$ cat src/rtl/time_pkg.sv
// Shared field widths, limits, set-field codes and CT layout for the time keeper and display stage.
package time_pkg;

    localparam int unsigned DAY_W  = 3;
    localparam int unsigned HOUR_W = 5;
    localparam int unsigned MT_W   = 3;
    localparam int unsigned MU_W   = 4;
    localparam int unsigned SEC_W  = 6;
    localparam int unsigned CT_W   = DAY_W + HOUR_W + MT_W + MU_W;
    localparam int unsigned ST_W   = CT_W + 1;

    localparam int unsigned DAY_MAX  = 6;
    localparam int unsigned HOUR_MAX = 23;
    localparam int unsigned MT_MAX   = 5;
    localparam int unsigned MU_MAX   = 9;
    localparam int unsigned SEC_MAX  = 59;

    // CT bit positions, consumed by the display stage
    localparam int unsigned CT_MU_LO   = 0;
    localparam int unsigned CT_MU_HI   = 3;
    localparam int unsigned CT_MT_LO   = 4;
    localparam int unsigned CT_MT_HI   = 6;
    localparam int unsigned CT_HOUR_LO = 7;
    localparam int unsigned CT_HOUR_HI = 11;
    localparam int unsigned CT_DAY_LO  = 12;
    localparam int unsigned CT_DAY_HI  = 14;

    typedef enum logic [1:0] {
        CW_RUN  = 2'b00,
        CW_MIN  = 2'b01,
        CW_HOUR = 2'b10,
        CW_DAY  = 2'b11
    } cw_e;

    typedef enum logic {
        MODE_RUN = 1'b0,
        MODE_SET = 1'b1
    } mode_e;

    typedef struct packed {
        logic [DAY_W-1:0]  day;
        logic [HOUR_W-1:0] hour;
        logic [MT_W-1:0]   min_tens;
        logic [MU_W-1:0]   min_units;
    } ct_t;

endpackage

$ cat src/rtl/tk_wrap_counter.sv
// Modulo-(MAX+1) counter with synchronous clear; carry_c flags an enabled step out of MAX.
module tk_wrap_counter
    import time_pkg::*;
#(
    parameter int unsigned W   = MU_W,
    parameter int unsigned MAX = MU_MAX
) (
    input  logic         clk,
    input  logic         rst_n,
    input  logic         en,
    input  logic         ld0,
    output logic [W-1:0] q,
    output logic [W-1:0] nxt_c,
    output logic         carry_c
);

    logic at_max_c;

    assign at_max_c = (q == W'(MAX));
    assign carry_c  = en && at_max_c;

    // ld0 wins over en so a held field stays at zero
    always_comb begin
        nxt_c = q;
        if (ld0) begin
            nxt_c = '0;
        end else if (en) begin
            nxt_c = at_max_c ? '0 : q + W'(1);
        end
    end

    always_ff @(posedge clk or negedge rst_n) begin
        if (!rst_n) begin
            q <= '0;
        end else begin
            q <= nxt_c;
        end
    end

endmodule

$ cat src/rtl/time_keeper.sv
// Day/hour/minute/second keeper with field-by-field manual setting.
// Optional alarm comparison is enabled by defining ALARM_MATCH_EN.
module time_keeper
    import time_pkg::*;
#(
    parameter int unsigned TICK_DIV = 256,
    parameter int unsigned DIV_W    = 16
) (
    input  logic              Clk,
    input  logic              Clr,
    input  logic [1:0]        CW,
    input  logic              Inc,
    input  logic [ST_W-1:0]   ST,
    output logic [CT_W-1:0]   CT,
    output logic [SEC_W-1:0]  Sec,
    output logic              MinTick,
    output logic              Match
);

    mode_e state;
    mode_e state_nxt;
    logic  counting_c;

    logic [DIV_W-1:0] pre;
    logic             sec_tick_c;
    logic             inc_q;
    logic             inc_rise_c;
    logic             set_min_c;
    logic             set_hour_c;
    logic             set_day_c;

    logic sec_carry_c, mu_carry_c, mt_carry_c, hour_carry_c, day_carry_c;
    logic mu_en_c, hour_en_c, day_en_c;

    logic [SEC_W-1:0]  sec_q,  unused_sec_nxt;
    logic [MU_W-1:0]   mu_q,   mu_nxt_c;
    logic [MT_W-1:0]   mt_q,   mt_nxt_c;
    logic [HOUR_W-1:0] hour_q, hour_nxt_c;
    logic [DAY_W-1:0]  day_q,  day_nxt_c;
    ct_t               ct_now;
    ct_t               ct_nxt_c;
    logic              unused_day_carry;

    // Mode register; CW acts in the same cycle so SET beats a coincident sec_tick
    always_ff @(posedge Clk or negedge Clr) begin
        if (!Clr) begin
            state <= MODE_RUN;
        end else begin
            state <= state_nxt;
        end
    end

    always_comb begin
        state_nxt  = MODE_RUN;
        counting_c = 1'b0;
        if (CW != CW_RUN) begin
            state_nxt = MODE_SET;
        end
        counting_c = (state_nxt == MODE_RUN);
    end

    assign sec_tick_c = counting_c && (pre == DIV_W'(TICK_DIV - 1));

    always_ff @(posedge Clk or negedge Clr) begin
        if (!Clr) begin
            pre   <= '0;
            inc_q <= 1'b0;
        end else begin
            pre   <= (!counting_c || sec_tick_c) ? '0 : pre + DIV_W'(1);
            inc_q <= Inc;
        end
    end

    // Set increments act on the field selected this cycle, without carry
    assign inc_rise_c = Inc && !inc_q;
    assign set_min_c  = inc_rise_c && (CW == CW_MIN);
    assign set_hour_c = inc_rise_c && (CW == CW_HOUR);
    assign set_day_c  = inc_rise_c && (CW == CW_DAY);

    assign mu_en_c   = sec_carry_c || set_min_c;
    assign hour_en_c = (mt_carry_c && counting_c) || set_hour_c;
    assign day_en_c  = (hour_carry_c && counting_c) || set_day_c;

    tk_wrap_counter #(.W(SEC_W), .MAX(SEC_MAX)) u_sec (
        .clk(Clk), .rst_n(Clr), .en(sec_tick_c), .ld0(!counting_c),
        .q(sec_q), .nxt_c(unused_sec_nxt), .carry_c(sec_carry_c)
    );

    tk_wrap_counter #(.W(MU_W), .MAX(MU_MAX)) u_min_units (
        .clk(Clk), .rst_n(Clr), .en(mu_en_c), .ld0(1'b0),
        .q(mu_q), .nxt_c(mu_nxt_c), .carry_c(mu_carry_c)
    );

    tk_wrap_counter #(.W(MT_W), .MAX(MT_MAX)) u_min_tens (
        .clk(Clk), .rst_n(Clr), .en(mu_carry_c), .ld0(1'b0),
        .q(mt_q), .nxt_c(mt_nxt_c), .carry_c(mt_carry_c)
    );

    tk_wrap_counter #(.W(HOUR_W), .MAX(HOUR_MAX)) u_hour (
        .clk(Clk), .rst_n(Clr), .en(hour_en_c), .ld0(1'b0),
        .q(hour_q), .nxt_c(hour_nxt_c), .carry_c(hour_carry_c)
    );

    tk_wrap_counter #(.W(DAY_W), .MAX(DAY_MAX)) u_day (
        .clk(Clk), .rst_n(Clr), .en(day_en_c), .ld0(1'b0),
        .q(day_q), .nxt_c(day_nxt_c), .carry_c(day_carry_c)
    );

    assign unused_day_carry = day_carry_c;

    assign ct_now   = '{day: day_q, hour: hour_q, min_tens: mt_q, min_units: mu_q};
    assign ct_nxt_c = '{day: day_nxt_c, hour: hour_nxt_c, min_tens: mt_nxt_c, min_units: mu_nxt_c};
    assign CT       = ct_now;
    assign Sec      = sec_q;

    always_ff @(posedge Clk or negedge Clr) begin
        if (!Clr) begin
            MinTick <= 1'b0;
        end else begin
            MinTick <= mu_en_c;
        end
    end

`ifdef ALARM_MATCH_EN
    logic match_c;

    // Compare against the post-rollover time so the pulse lines up with Sec==0
    assign match_c = counting_c && (state == MODE_RUN) && sec_carry_c && ST[ST_W-1]
                     && (ct_nxt_c == ST[CT_W-1:0]);

    always_ff @(posedge Clk or negedge Clr) begin
        if (!Clr) begin
            Match <= 1'b0;
        end else begin
            Match <= match_c;
        end
    end
`else
    logic unused_alarm;

    assign unused_alarm = ^{ST, ct_nxt_c, state};
    assign Match        = 1'b0;
`endif

endmodule

$ cat config.mk
export PLATFORM = sky130hd
export DESIGN_NAME = time_keeper
export DESIGN_NICKNAME = d
export VERILOG_FILES = /design/src/rtl/time_pkg.sv /design/src/rtl/tk_wrap_counter.sv /design/src/rtl/time_keeper.sv
export SDC_FILE = /design/constraint.sdc
export NUM_CORES = 1
export LEC_CHECK = 0
export CAP_MARGIN = 5
export CELL_PAD_IN_SITES_DETAIL_PLACEMENT = 1
export CELL_PAD_IN_SITES_GLOBAL_PLACEMENT = 2
export CORE_ASPECT_RATIO = 0.7
export CORE_MARGIN = 5
export CORE_UTILIZATION = 31
export CTS_CLUSTER_DIAMETER = 30
export DETAILED_ROUTE_END_ITERATION = 10
export PLACE_DENSITY_LB_ADDON = 0.1
export SYNTH_ARGS = -nofsm -noshare
export SYNTH_HDL_FRONTEND = slang
export SYNTH_SLANG_ARGS = --single-unit
$ cat constraint.sdc
create_clock -name Clk -period 2.2 [get_ports Clk]
set_input_delay 0.44 -clock Clk [delete_from_list [all_inputs] [get_ports Clk]]
set_output_delay 0.44 -clock Clk [all_outputs]
set_load 0.01 [all_outputs]
==> metrics.md, run 1 <==
| Metric | Value |
|---|---|
| Final number of hold-violating endpoints | 0 |
| Start of the worst register-to-register path | pre[9] |
| Clock buffers created by TritonCTS | 5 |
| Number of buffers inserted by hold repair at cts | 0 |
| Number of design-rule violations left by the first detailed-router iteration | 31 |
| Largest fanout on the critical path | 4 |
| Die width | between 100 and 150 um |
| Worst-case reg-to-reg path depth | 7 |
| Proportion of layout cells with a drive suffix above 1 | ~17% |
| Highest ir drop seen on vdd | 0.000449 V |
| Type of the worst min-delay path | in -> async |
| Number of port buffers | 26 |
| Final non-filler cell total | 302 |
| Overall track demand over capacity in global routing | between 10% and 20% |
| Post-Syn Nets | about 210 |
| P&R area growth vs syn | 27.2% |
| Setup tns final | 0 ns |
| Final clock skew | between 0.004 and 0.005 ns |
| Final setup vio count | 0 |
| Starting utilization of the core area | 31.7% |
| H-tree levels | 2 |
| Final ANT Viol Nets | 0 |
| Data required time at the worst endpoint | approximately 2.4 ns |
| Result of the run | completed |
| Leakage power of the design | approximately 1.1 nW |
| Clock-pin transition on the worst setup and hold timing paths | roughly 0.08 ns |
| Global-route wire length before repair | 8110 um |
| Post-synth cell types | 43 |
| Vias in the first global route | between 1500 and 2000 |
| Highest attainable clock frequency | between 400 and 500 MHz |
| Critical path launch point | pre[9] |
| Post-synth top flop | sky130_fd_sc_hd__dfrtp_1 |
| Number of max-capacitance violations reported | 0 |
| Gate Count Post-Synth | between 150 and 200 |
| Crit. End Element | register |
| Final clock period utilization by the worst path | about 95% |
| Minimum clock period | ~2.1 ns |
| Most frequent cell after synthesis | sky130_fd_sc_hd__dfrtp_1 |
| DR DRC count | 0 |
| Antenna violations before repair | 0 |
| Top cells by count, synth | 39 x sky130_fd_sc_hd__dfrtp_1, 23 x sky130_fd_sc_hd__nor2_1, 15 x sky130_fd_sc_hd__xor2_1 |
| Post-CTS setup buffer count | 0 |
| Power density cells | 868 nW/um^2 |
| Clk Latency, worst-skew pair | between 0.2 and 0.3 ns |
| Final Max Tran Viols | 0 |
| Avg Synthesized Cell Area | 10.7 sq um |
| Number of top-level pins | 44 |
| Sort of element at the start of the critical path | register |
| Final net count | 247 |
| Top-area cell type share of the netlist area | 50.0% |
| Post-Synthesis Cell Area | between 1500 and 2000 sq um |
| Sequential fraction of the synthesis area | between 50% and 60% |
| End of the critical path | u_min_units.q[3] |
| Per-cell via count in the routed design | just over 5 |
| DR pass1 iterations | 4 |
| Unrepaired setup endpoints after global routing | no |
| Final Wtd Congestion | around 0.76 |
| CTS tree | yes |
| Count of fill cells added during filler insertion | between 600 and 700 |
| Worst path arrival time | between 2 and 2.5 ns |
| Post-place instance area | about 2400 sq um |
| Overall via count from detail_route | 1522 |
| Number of placed instances, taps included | 294 |
| #FFs+latches synth | 39 |
| Share of async-settable or async-resettable flops after synthesis | 100% |
| Start-to-end type of the worst setup path | reg -> reg |
| Root cell of the clock tree | sky130_fd_sc_hd__clkbuf_8 |
| Core area | ~6000 sq um |
| Critical R2R Capture | u_min_units.q[3] |
| Flop2flop setup slack | about 0.12 ns |
| Post-route standard cell area excluding fillers | between 2000 and 2500 sq um |
| Final routed wirelength across all metal layers | between 4000 and 5000 um |
| Maximum number of pins on one net before global-route repair | 16 |
| Number of enable-type register cells in the synthesized netlist | 0 |
| Num Clock Sinks | 39 |
| Synth Warn # | 0 |
| Sum of overflow across all layers after global routing | 0 |
| Detailed-placement wirelength estimate | 3690 um |
| Area leader, netlist | sky130_fd_sc_hd__dfrtp_1 |
| Number of gates resized after CTS | 0 |
| Row cnt | 24 |
| Antenna diodes | 0 |
| Pwr Total | around 2.2 mW |
| Routed len/inst | 15.8 um |
| Die Y-Extent | between 70 and 80 um |
| Synth top area cells | sky130_fd_sc_hd__dfrtp_1 50%, sky130_fd_sc_hd__xor2_1 6.7%, sky130_fd_sc_hd__nor2_1 4.4% |
| Largest buffer count on any clock path | 2 |
| Die Outline Area | between 8000 and 9000 sq um |
[report_power, final]
| part | total [mW] | internal, mW | switching, mW |
|---|---|---|---|
| Sequential | 0.976 | 0.826 | 0.150 |
| Clock | 0.625 | 0.367 | 0.258 |
| Combinational | 0.553 | 0.337 | 0.216 |
| Total | 2.15 | 1.53 | 0.623 |
[worst max-delay path: stages (launching register included)]
cell and delay, ns:
sky130_fd_sc_hd__dfrtp_1 0.44, sky130_fd_sc_hd__nor4_2 0.35, sky130_fd_sc_hd__and4_1 0.31, sky130_fd_sc_hd__buf_4 0.16, sky130_fd_sc_hd__a41oi_4 0.14, sky130_fd_sc_hd__buf_4 0.19, sky130_fd_sc_hd__nor4b_1 0.28, sky130_fd_sc_hd__a221o_1 0.17
[cell families after synthesis]
kind of cell	after synthesis	share of synthesized area (%)
xor+xnor	18	8.08
other cells	1	0.192
mux	9	5.32
simple gates	82	23.7
flops	39	50.0
compound gates	24	8.79
fa+ha+maj	3	1.92
buf+inv	6	1.92
[cell type report]
| class | count | area [sq um] | area share [%] |
|---|---|---|---|
| Inverter | 2 | 7.51 | 0.303 |
| Multi-Input combinational cell | 137 | 937 | 37.8 |
| Tap cell | 78 | 97.6 | 3.93 |
| Timing Repair Buffer | 38 | 345 | 13.9 |
| Clock inverter | 2 | 35.0 | 1.41 |
| Sequential cell | 39 | 976 | 39.3 |
| Clock buffer | 6 | 82.6 | 3.33 |
[sequential cells by signal (all words and copies together) (netlist names)]
register,cells
u_min_tens.q,3
u_sec.q,6
u_min_units.q,4
inc_q,1
u_day.q,3
pre,16
MinTick,1
u_hour.q,5
[worst min path at each step]
stage | start | end | slack [ns]
2_1_floorplan | Clr | MinTick | 0.14
3_3_place_gp | Clr | pre[11] | 0.35
3_5_place_dp | Clr | pre[11] | 0.37
4_1_cts | Clr | pre[11] | 0.04
5_1_grt | Clr | pre[11] | 0.06
6_report | Clr | pre[11] | 0.04
[routing by layer]
layer / up-vias / track usage, % / part of all wire (%) / wire, um
met5: - / 0 / 0 / 0
met4: 0 / 1.92 / 0.46 / 22
met3: 4 / 3.90 / 3.0 / 144
met2: 17 / 18.1 / 44 / 2090
met1: 773 / 17.9 / 53 / 2500
li1: 728 / - / - / -
[through the flow]
stage | hold slack, ns | worst slack (ns) | util, %
after detailed placement | 0.371 | 0.0139 | 38.4
after CTS | 0.0430 | 0.0911 | 40.3
after floorplan | 0.144 | 0.297 | -
after global placement | 0.354 | 0.0808 | 38.4
final | 0.0420 | 0.117 | 40.3
after global routing | 0.0573 | 0.00734 | 40.3
[placed cells by master, fill, tap and decap left out, types with 3 or more instances in the layout]
| cell | instances |
|---|---|
| sky130_fd_sc_hd__dfrtp_1 | 39 |
| sky130_fd_sc_hd__clkdlybuf4s50_1 | 25 |
| sky130_fd_sc_hd__nor2_1 | 23 |
| sky130_fd_sc_hd__xor2_1 | 15 |
| sky130_fd_sc_hd__nand2_1 | 12 |
| sky130_fd_sc_hd__buf_4 | 12 |
| sky130_fd_sc_hd__nand4_1 | 8 |
| sky130_fd_sc_hd__o21ai_0 | 7 |
| sky130_fd_sc_hd__a21oi_1 | 7 |
| sky130_fd_sc_hd__mux2_2 | 7 |
| sky130_fd_sc_hd__clkbuf_8 | 6 |
| sky130_fd_sc_hd__nand3_1 | 5 |
| sky130_fd_sc_hd__nor2b_1 | 5 |
| sky130_fd_sc_hd__and3_1 | 4 |
| sky130_fd_sc_hd__or3_1 | 3 |
| sky130_fd_sc_hd__xnor2_1 | 3 |
| sky130_fd_sc_hd__nand3b_1 | 3 |
| sky130_fd_sc_hd__nor3_1 | 3 |
| sky130_fd_sc_hd__ha_1 | 3 |
Note: power is estimated with default switching activity, not from simulation.
==> inputs of run 2 (changes only) <==
ABC_AREA = 1   (was default)
CAP_MARGIN = 20   (was 5)
CORE_UTILIZATION = 29   (was 31)
SYNTH_HIERARCHICAL = 1   (was default)
==> metrics.md, run 2 <==
| Metric | Value |
|---|---|
| Result of the run | finished with violations |
| Violations in the final reports | negative setup slack |
| Number of placed instances, taps included | 454 (+54%) |
| Critical-path cell with the highest stage delay | sky130_fd_sc_hd__dfrtp_1 |
| Worst-case reg-to-reg path depth | 29 (+22) |
| Worst-case setup margin in the final layout | -0.704 ns (-0.821 ns) |
| Overall via count from detail_route | 2088 (+37%) |
| Root cell of the clock tree | sky130_fd_sc_hd__clkbuf_8 |
| Global-route wire length before repair | 10100 um (+24%) |
| Number of top-level pins | 44 (unchanged) |
| Sort of element at the start of the critical path | register |
| Unrepaired setup endpoints after global routing | yes |
| Leakage power of the design | 1.55 nW (+43%) |
| Routed len/inst | 12.1 um (-23%) |
| Cell seen most often among critical-path stages | sky130_fd_sc_hd__nand2_2 |
| Clock buffers created by TritonCTS | 5 (unchanged) |
| Minimum clock period | 2.90 ns (+0.821 ns) |
| Synth Warn # | 6 (+6) |
| Proportion of layout cells with a drive suffix above 1 | 35.2% (+19 points) |
| P&R area growth vs syn | 54.8% |
| Final setup vio count | 9 (+9) |
| Maximum number of pins on one net before global-route repair | 23 (+7) |
| Die Outline Area | 9260 sq um (+16%) |
| Global routing's busiest layer | met2 |
| Die width | 113 um (+7.7%) |
| Commonest non-fill, non-tap cells in the layout | 69 x sky130_fd_sc_hd__buf_4, 62 x sky130_fd_sc_hd__nand2_1, 43 x sky130_fd_sc_hd__nor2_1, 39 x sky130_fd_sc_hd__dfrtp_1, 33 x sky130_fd_sc_hd__inv_1 |
| Path length in cells of the critical path | 29 (+22) |
| Detailed-placement wirelength estimate | 4440 um (+20%) |
| Die Y-Extent | 82.0 um (+7.4%) |
| Worst slew margin relative to its limit | 62.6% |
| Gate Count Post-Synth | 279 (+53%) |
| WP buf/inv | 5 (+3) |
| GR met3 Demand/Resource | 3.31% (-0.58 points) |
| Commonest non-fill, non-tap cell in the layout | sky130_fd_sc_hd__buf_4 |
| Num Clock Sinks | 39 (unchanged) |
| Antenna violations before repair | 0 (unchanged) |
| DR DRC count | 0 (unchanged) |
| Met1 Track Usage GR | 18.6% (+0.69 points) |
| Number of port buffers | 26 (unchanged) |
| Final Wtd Congestion | 0.772 (+2.1%) |
| Top flop regs | pre x16, u_sec/q x6, u_hour/q x5 |
| Antenna diodes | 0 (unchanged) |
| Largest register by flop count | pre |
| Largest buffer count on any clock path | 2 (unchanged) |
| Critical R2R Capture | u_day/q[2] |
| Final hold slack | 0.137 ns (+0.0945 ns) |
| Final Max Tran Viols | 0 (unchanged) |
| Power density cells | 419 nW/um^2 (-52%) |
| Longest individual stage delay on the worst path | 0.41 ns (-0.03 ns) |
| Final clock period utilization by the worst path | 132% (+37 points) |
| Final ANT Viol Nets | 0 (unchanged) |
| Number of max-capacitance violations reported | 0 (unchanged) |
| Number of design-rule violations left by the first detailed-router iteration | 71 (+130%) |
| Crit. End Element | register |
| H-tree levels | 2 (unchanged) |
| Sum of overflow across all layers after global routing | 0 (unchanged) |
| Flop2flop setup slack | -0.70 ns (-0.82 ns) |
| DR pass1 iterations | 4 (unchanged) |
| Post-Synthesis Cell Area | 2150 sq um (+10%) |
| Final routed wirelength across all metal layers | 5910 um (+24%) |
| CTS tree | yes |
| Vias in the first global route | 2176 (+37%) |
| End of the critical path | u_day/q[2] |
| Start of the worst register-to-register path | pre[1] |
| Final net count | 412 (+67%) |
| Starting utilization of the core area | 29.6% (-2.1 points) |
| Overall track demand over capacity in global routing | 13.6% (+1.3 points) |
| Clk Latency, worst-skew pair | 0.29 ns (about the same) |
| Core area | 7250 sq um (+18%) |
| Final non-filler cell total | 487 (+61%) |
| Clock-pin transition on the worst setup and hold timing paths | 0.08 ns (about the same) |
| Final clock skew | 0.00715 ns (+0.00242 ns) |
| Grt met2 use | 22.2% (+4.1 points) |
| Post-placement worst setup slack | -1.05 ns (-1.06 ns) |
| Largest fanout on the critical path | 3 (-1) |
| Per-cell via count in the routed design | 4.29 (-15%) |
| Flip-flop count of the largest register after layout | 16 (unchanged) |
| Start-to-end type of the worst setup path | reg -> reg |
| Highest attainable clock frequency | 344 MHz (-28%) |
| Avg Synthesized Cell Area | 7.70 sq um (-28%) |
| Critical path launch point | pre[1] |
| Highest ir drop seen on vdd | 0.000210 V (-53%) |
| Delay-heaviest family, CP | simple AND/OR/NAND/NOR gates |
| Worst path arrival time | 3.13 ns (+0.82 ns) |
| Final number of hold-violating endpoints | 0 (unchanged) |
| Data required time at the worst endpoint | 2.42 ns (about the same) |
| Tightest Pin Transition | 0.562 ns |
| Row cnt | 26 (+8.3%) |
| Type of the worst min-delay path | in -> async |
[run 2: changes by cell type in the layout (fill, tap and decap cells not counted), sizes merged, moves of 6 or more]
cell,change
buf,+60
nand3,+9
xor2,-11
conb,+6
nor2,+40
inv,+36
nand2,+67
mux2,-8
[run 2: what timing repair did]
item	in CTS	in global routing
pin swaps	18	18
setup endpoints to repair	11	13
buffers inserted	17	11
hold buffers	0	0
gates resized for setup	7	22
[run 2: per-layer routing]
| metal | part of all wire [%] | wire length [um] | vias to the layer above |
|---|---|---|---|
| li1 | - | - | 1068 |
| met1 | 52 | 3100 | 998 |
| met2 | 44 | 2580 | 20 |
| met3 | 3.5 | 207 | 2 |
| met4 | 0.41 | 24 | 0 |
| met5 | 0 | 0 | - |
[run 2: per-stage QoR]
stage          instance area [sq um]  setup TNS, ns  power [mW]  utilization, %
3_3_place_gp                    2930          -6.24       0.843            40.4
3_5_place_dp                    2930          -7.78       0.844            40.4
2_1_floorplan                   2210          -5.62       0.789               -
6_report                        3330          -4.59        1.39            45.9
4_1_cts                         3160          -5.02        1.41            43.6
5_1_grt                         3330          -6.89        1.46            45.9
[run 2: worst min-delay path by stage]
stage          startpoint  cells after the start  slack [ns]       to
2_1_floorplan         Clr                      0        0.14  MinTick
3_3_place_gp          Clr                      1        0.47   pre[1]
3_5_place_dp          Clr                      1        0.47   pre[1]
4_1_cts               Clr                      1        0.15   pre[1]
5_1_grt               Clr                      1        0.17   pre[1]
6_report              Clr                      1        0.14   pre[1]
[run 2: where the power goes]
part / internal [mW] / switching, mW
clock network: 0.287 / 0.265
registers: 0.723 / 0.00844
logic: 0.0494 / 0.0612
[run 2: worst register-to-register path, delay by kind of cell, from the launching register on]
family / cells / cell delay (ns)
simple gates: 19 / 1.54
flops: 1 / 0.41
buf+inv: 5 / 0.33
compound gates: 4 / 0.40
fa+ha+maj: 1 / 0.17
[run 2: final cells by class]
class / count / area (sq um)
fill: 890 / 3930
multi-input combinational: 204 / 1150
sequential: 39 / 976
timing repair buffer: 98 / 816
inverter: 40 / 158
tap: 98 / 123
clock buffer: 8 / 100
==> inputs of run 3 (changes only) <==
CORE_MARGIN = 2   (was 5)
CTS_CLUSTER_SIZE = 20   (was default)
==> metrics.md, run 3 (synthesis results as in run 2) <==
| Metric | Value |
|---|---|
| Result of the run | finished with violations |
| Violations in the final reports | negative setup slack |
| Leakage power of the design | 1.55 nW (+0.15%) |
| Data required time at the worst endpoint | 2.38 ns (-0.04 ns) |
| Overall track demand over capacity in global routing | 17.2% (+3.6 points) |
| Commonest non-fill, non-tap cells in the layout | 79 x sky130_fd_sc_hd__buf_4, 61 x sky130_fd_sc_hd__nand2_1, 43 x sky130_fd_sc_hd__nor2_1, 39 x sky130_fd_sc_hd__dfrtp_1, 33 x sky130_fd_sc_hd__inv_1 |
| Final Max Tran Viols | 0 (unchanged) |
| Largest register by flop count | pre |
| Area of all sequential standard cells | 976 sq um (unchanged) |
| Flip-flop count of the largest register after layout | 16 (unchanged) |
| Row cnt | 26 (unchanged) |
| Power density cells | 390 nW/um^2 (-6.9%) |
| Crit. End Element | register |
| Clk Latency, worst-skew pair | 0.29 ns (about the same) |
| Final routed wirelength across all metal layers | 6450 um (+9.2%) |
| Per-cell via count in the routed design | 4.27 (-0.48%) |
| DR DRC count | 0 (unchanged) |
| DR pass1 iterations | 4 (unchanged) |
| Largest buffer count on any clock path | 2 (unchanged) |
| Pwr Total | 1.32 mW (-5.1%) |
| Post-placement worst setup slack | -1.07 ns (-0.0190 ns) |
| Num Clock Sinks | 39 (unchanged) |
| Final number of hold-violating endpoints | 0 (unchanged) |
| Number of port buffers | 26 (unchanged) |
| H-tree levels | 2 (unchanged) |
| Combinational Power Share | 8.1% (+0.2 points) |
| Share of power burned in the clock network | 36.7% (-2.9 points) |
| Sort of element at the start of the critical path | register |
| Final ANT Viol Nets | 0 (unchanged) |
| Minimum clock period | 2.93 ns (+0.0301 ns) |
| Die Outline Area | 8130 sq um (-12%) |
| Core area | 7250 sq um (unchanged) |
| Highest attainable clock frequency | 341 MHz (-1.0%) |
| Sw Share | 25.1% (+1.1 points) |
| Sum of overflow across all layers after global routing | 0 (unchanged) |
| Post-place instance area | 2920 sq um (-0.17%) |
| Final clock skew | 0.00373 ns (-0.00342 ns) |
| Routed len/inst | 12.9 um (+6.7%) |
| Worst-case setup margin in the final layout | -0.734 ns (-0.0301 ns) |
| P&R area growth vs syn | 57.7% |
| Final design utilization | 46.7% (+0.88 points) |
| Internal power of the cells | 0.991 mW (-6.5%) |
| Count of fill cells added during filler insertion | 909 (+2.1%) |
| Type of the worst min-delay path | in -> async |
| Commonest non-fill, non-tap cell in the layout | sky130_fd_sc_hd__buf_4 |
| Root cell of the clock tree | sky130_fd_sc_hd__clkbuf_8 |
| Largest fanout on the critical path | 4 (+1) |
| Worst path arrival time | 3.12 ns (about the same) |
| Unrepaired setup endpoints after global routing | yes |
| Starting utilization of the core area | 29.6% (unchanged) |
| Proportion of layout cells with a drive suffix above 1 | 37.8% (+2.5 points) |
| Global-route wire length before repair | 11000 um (+9.7%) |
| Detailed-placement wirelength estimate | 4540 um (+2.2%) |
| Number of max-capacitance violations reported | 0 (unchanged) |
| Final clock period utilization by the worst path | 133% (+1.4 points) |
| Clock-pin transition on the worst setup and hold timing paths | 0.08 ns (about the same) |
| Flop2flop setup slack | -0.73 ns (-0.03 ns) |
| Overall via count from detail_route | 2125 (+1.8%) |
| Antenna diodes | 0 (unchanged) |
| Antenna violations before repair | 0 (unchanged) |
| Die Y-Extent | 76.0 um (-7.3%) |
| Multi-input gate area in the final layout | 1160 sq um (+0.65%) |
| Net switching power | 0.333 mW (-0.66%) |
| Start-to-end type of the worst setup path | reg -> reg |
| Final net count | 423 (+2.7%) |
| CTS tree | yes |
| Final Wtd Congestion | 0.756 (-2.2%) |
| Final setup vio count | 12 (+3) |
| Clock buffers created by TritonCTS | 5 (unchanged) |
| Setup tns final | -6.63 ns (-2.04 ns) |
| Number of buffers inserted by hold repair at cts | 0 (unchanged) |
| Die width | 107 um (-5.3%) |
| Vias in the first global route | 2289 (+5.2%) |
| Highest ir drop seen on vdd | 0.000173 V (-18%) |
| Top flop regs | pre x16, u_sec/q x6, u_hour/q x5 |
| Sequential Power Share | 55.2% (+2.7 points) |
| Maximum number of pins on one net before global-route repair | 17 (-26%) |
| Number of top-level pins | 44 (unchanged) |
| Post-route standard cell area excluding fillers | 3390 sq um (+1.9%) |
| Number of design-rule violations left by the first detailed-router iteration | 66 (-7.0%) |
-- run 3: cell count changes in the layout (fill, tap and decap cells not counted), moves of 2 or more --
cell,delta
sky130_fd_sc_hd__clkbuf_8,-2
sky130_fd_sc_hd__nor2_2,-2
sky130_fd_sc_hd__nand2_4,-2
sky130_fd_sc_hd__nor2_4,+2
sky130_fd_sc_hd__nand2_2,+3
sky130_fd_sc_hd__buf_4,+10
sky130_fd_sc_hd__buf_6,+2
-- run 3: cell type report --
| type | instances | area share [%] |
|---|---|---|
| inverters | 40 | 4.58 |
| clock buffers | 7 | 2.25 |
| well taps | 98 | 3.62 |
| clock inverters | 1 | 0.148 |
| flip-flops and latches | 39 | 28.8 |
| multi-input cells | 204 | 34.3 |
| repair buffers | 109 | 26.3 |
-- run 3: metrics by stage --
stage / instances / hold WS (ns)
floorplan: 285 / 0.144
global placement: 455 / 0.379
detailed placement: 455 / 0.379
CTS: 499 / 0.0558
global route: 498 / 0.0586
finish: 498 / 0.0576
-- run 3: worst paths after layout --
kind / startpoint / end / cells past startpoint
setup / recovery: pre[0] / u_hour/q[0] / 27
hold / removal: Clr / pre[9] / 1
setup reg to reg: pre[0] / u_hour/q[0] / 27
hold reg to reg: u_min_units/q[3] / u_min_units/q[3] / 3
max in group asynchronous: Clr / pre[10] / 2
min in group Clk: u_min_units/q[3] / u_min_units/q[3] / 3
-- run 3: critical path, stage by stage (launching register included) --
cell                       delay, ns
sky130_fd_sc_hd__dfrtp_1        0.37
sky130_fd_sc_hd__ha_2           0.21
sky130_fd_sc_hd__nand3_4        0.07
sky130_fd_sc_hd__inv_2          0.08
sky130_fd_sc_hd__nand2_4        0.05
sky130_fd_sc_hd__clkinv_4       0.05
sky130_fd_sc_hd__nand2_4        0.05
sky130_fd_sc_hd__nor2_4         0.10
sky130_fd_sc_hd__nand2_2        0.06
sky130_fd_sc_hd__inv_2          0.07
sky130_fd_sc_hd__nand2_2        0.05
sky130_fd_sc_hd__nor2_1         0.08
sky130_fd_sc_hd__inv_1          0.07
sky130_fd_sc_hd__o31ai_4        0.07
sky130_fd_sc_hd__nand2_4        0.09
sky130_fd_sc_hd__nor2_4         0.12
sky130_fd_sc_hd__nand2_2        0.06
sky130_fd_sc_hd__inv_2          0.06
sky130_fd_sc_hd__nand2_2        0.06
sky130_fd_sc_hd__nor3_2         0.10
sky130_fd_sc_hd__o21ai_1        0.10
sky130_fd_sc_hd__a21oi_2        0.15
sky130_fd_sc_hd__nand3_2        0.11
sky130_fd_sc_hd__buf_4          0.15
sky130_fd_sc_hd__buf_4          0.12
sky130_fd_sc_hd__buf_6          0.12
sky130_fd_sc_hd__o21ai_4        0.12
sky130_fd_sc_hd__nor2_1         0.05
-- run 3: repair_timing --
item | in CTS | in global routing
pin swaps | 21 | 15
gates resized for setup | 15 | 18
buffers inserted | 37 | 8
setup endpoints to repair | 11 | 18
-- run 3: metal layers --
metal / track usage (%) / up-vias / share of wire, %
li1: - / 1084 / -
met1: 25.0 / 1005 / 52
met2: 26.2 / 29 / 44
met3: 3.51 / 7 / 2.8
met4: 4.29 / 0 / 1.1
met5: 0 / - / 0
-- run 3: power groups by stage --
stage | logic, mW | registers, mW | clock network [mW]
2_1_floorplan | 0.0437 | 0.745 | 0
3_3_place_gp | 0.0983 | 0.744 | 0
3_5_place_dp | 0.0977 | 0.744 | 0
4_1_cts | 0.103 | 0.730 | 0.517
5_1_grt | 0.120 | 0.731 | 0.548
6_report | 0.107 | 0.730 | 0.486
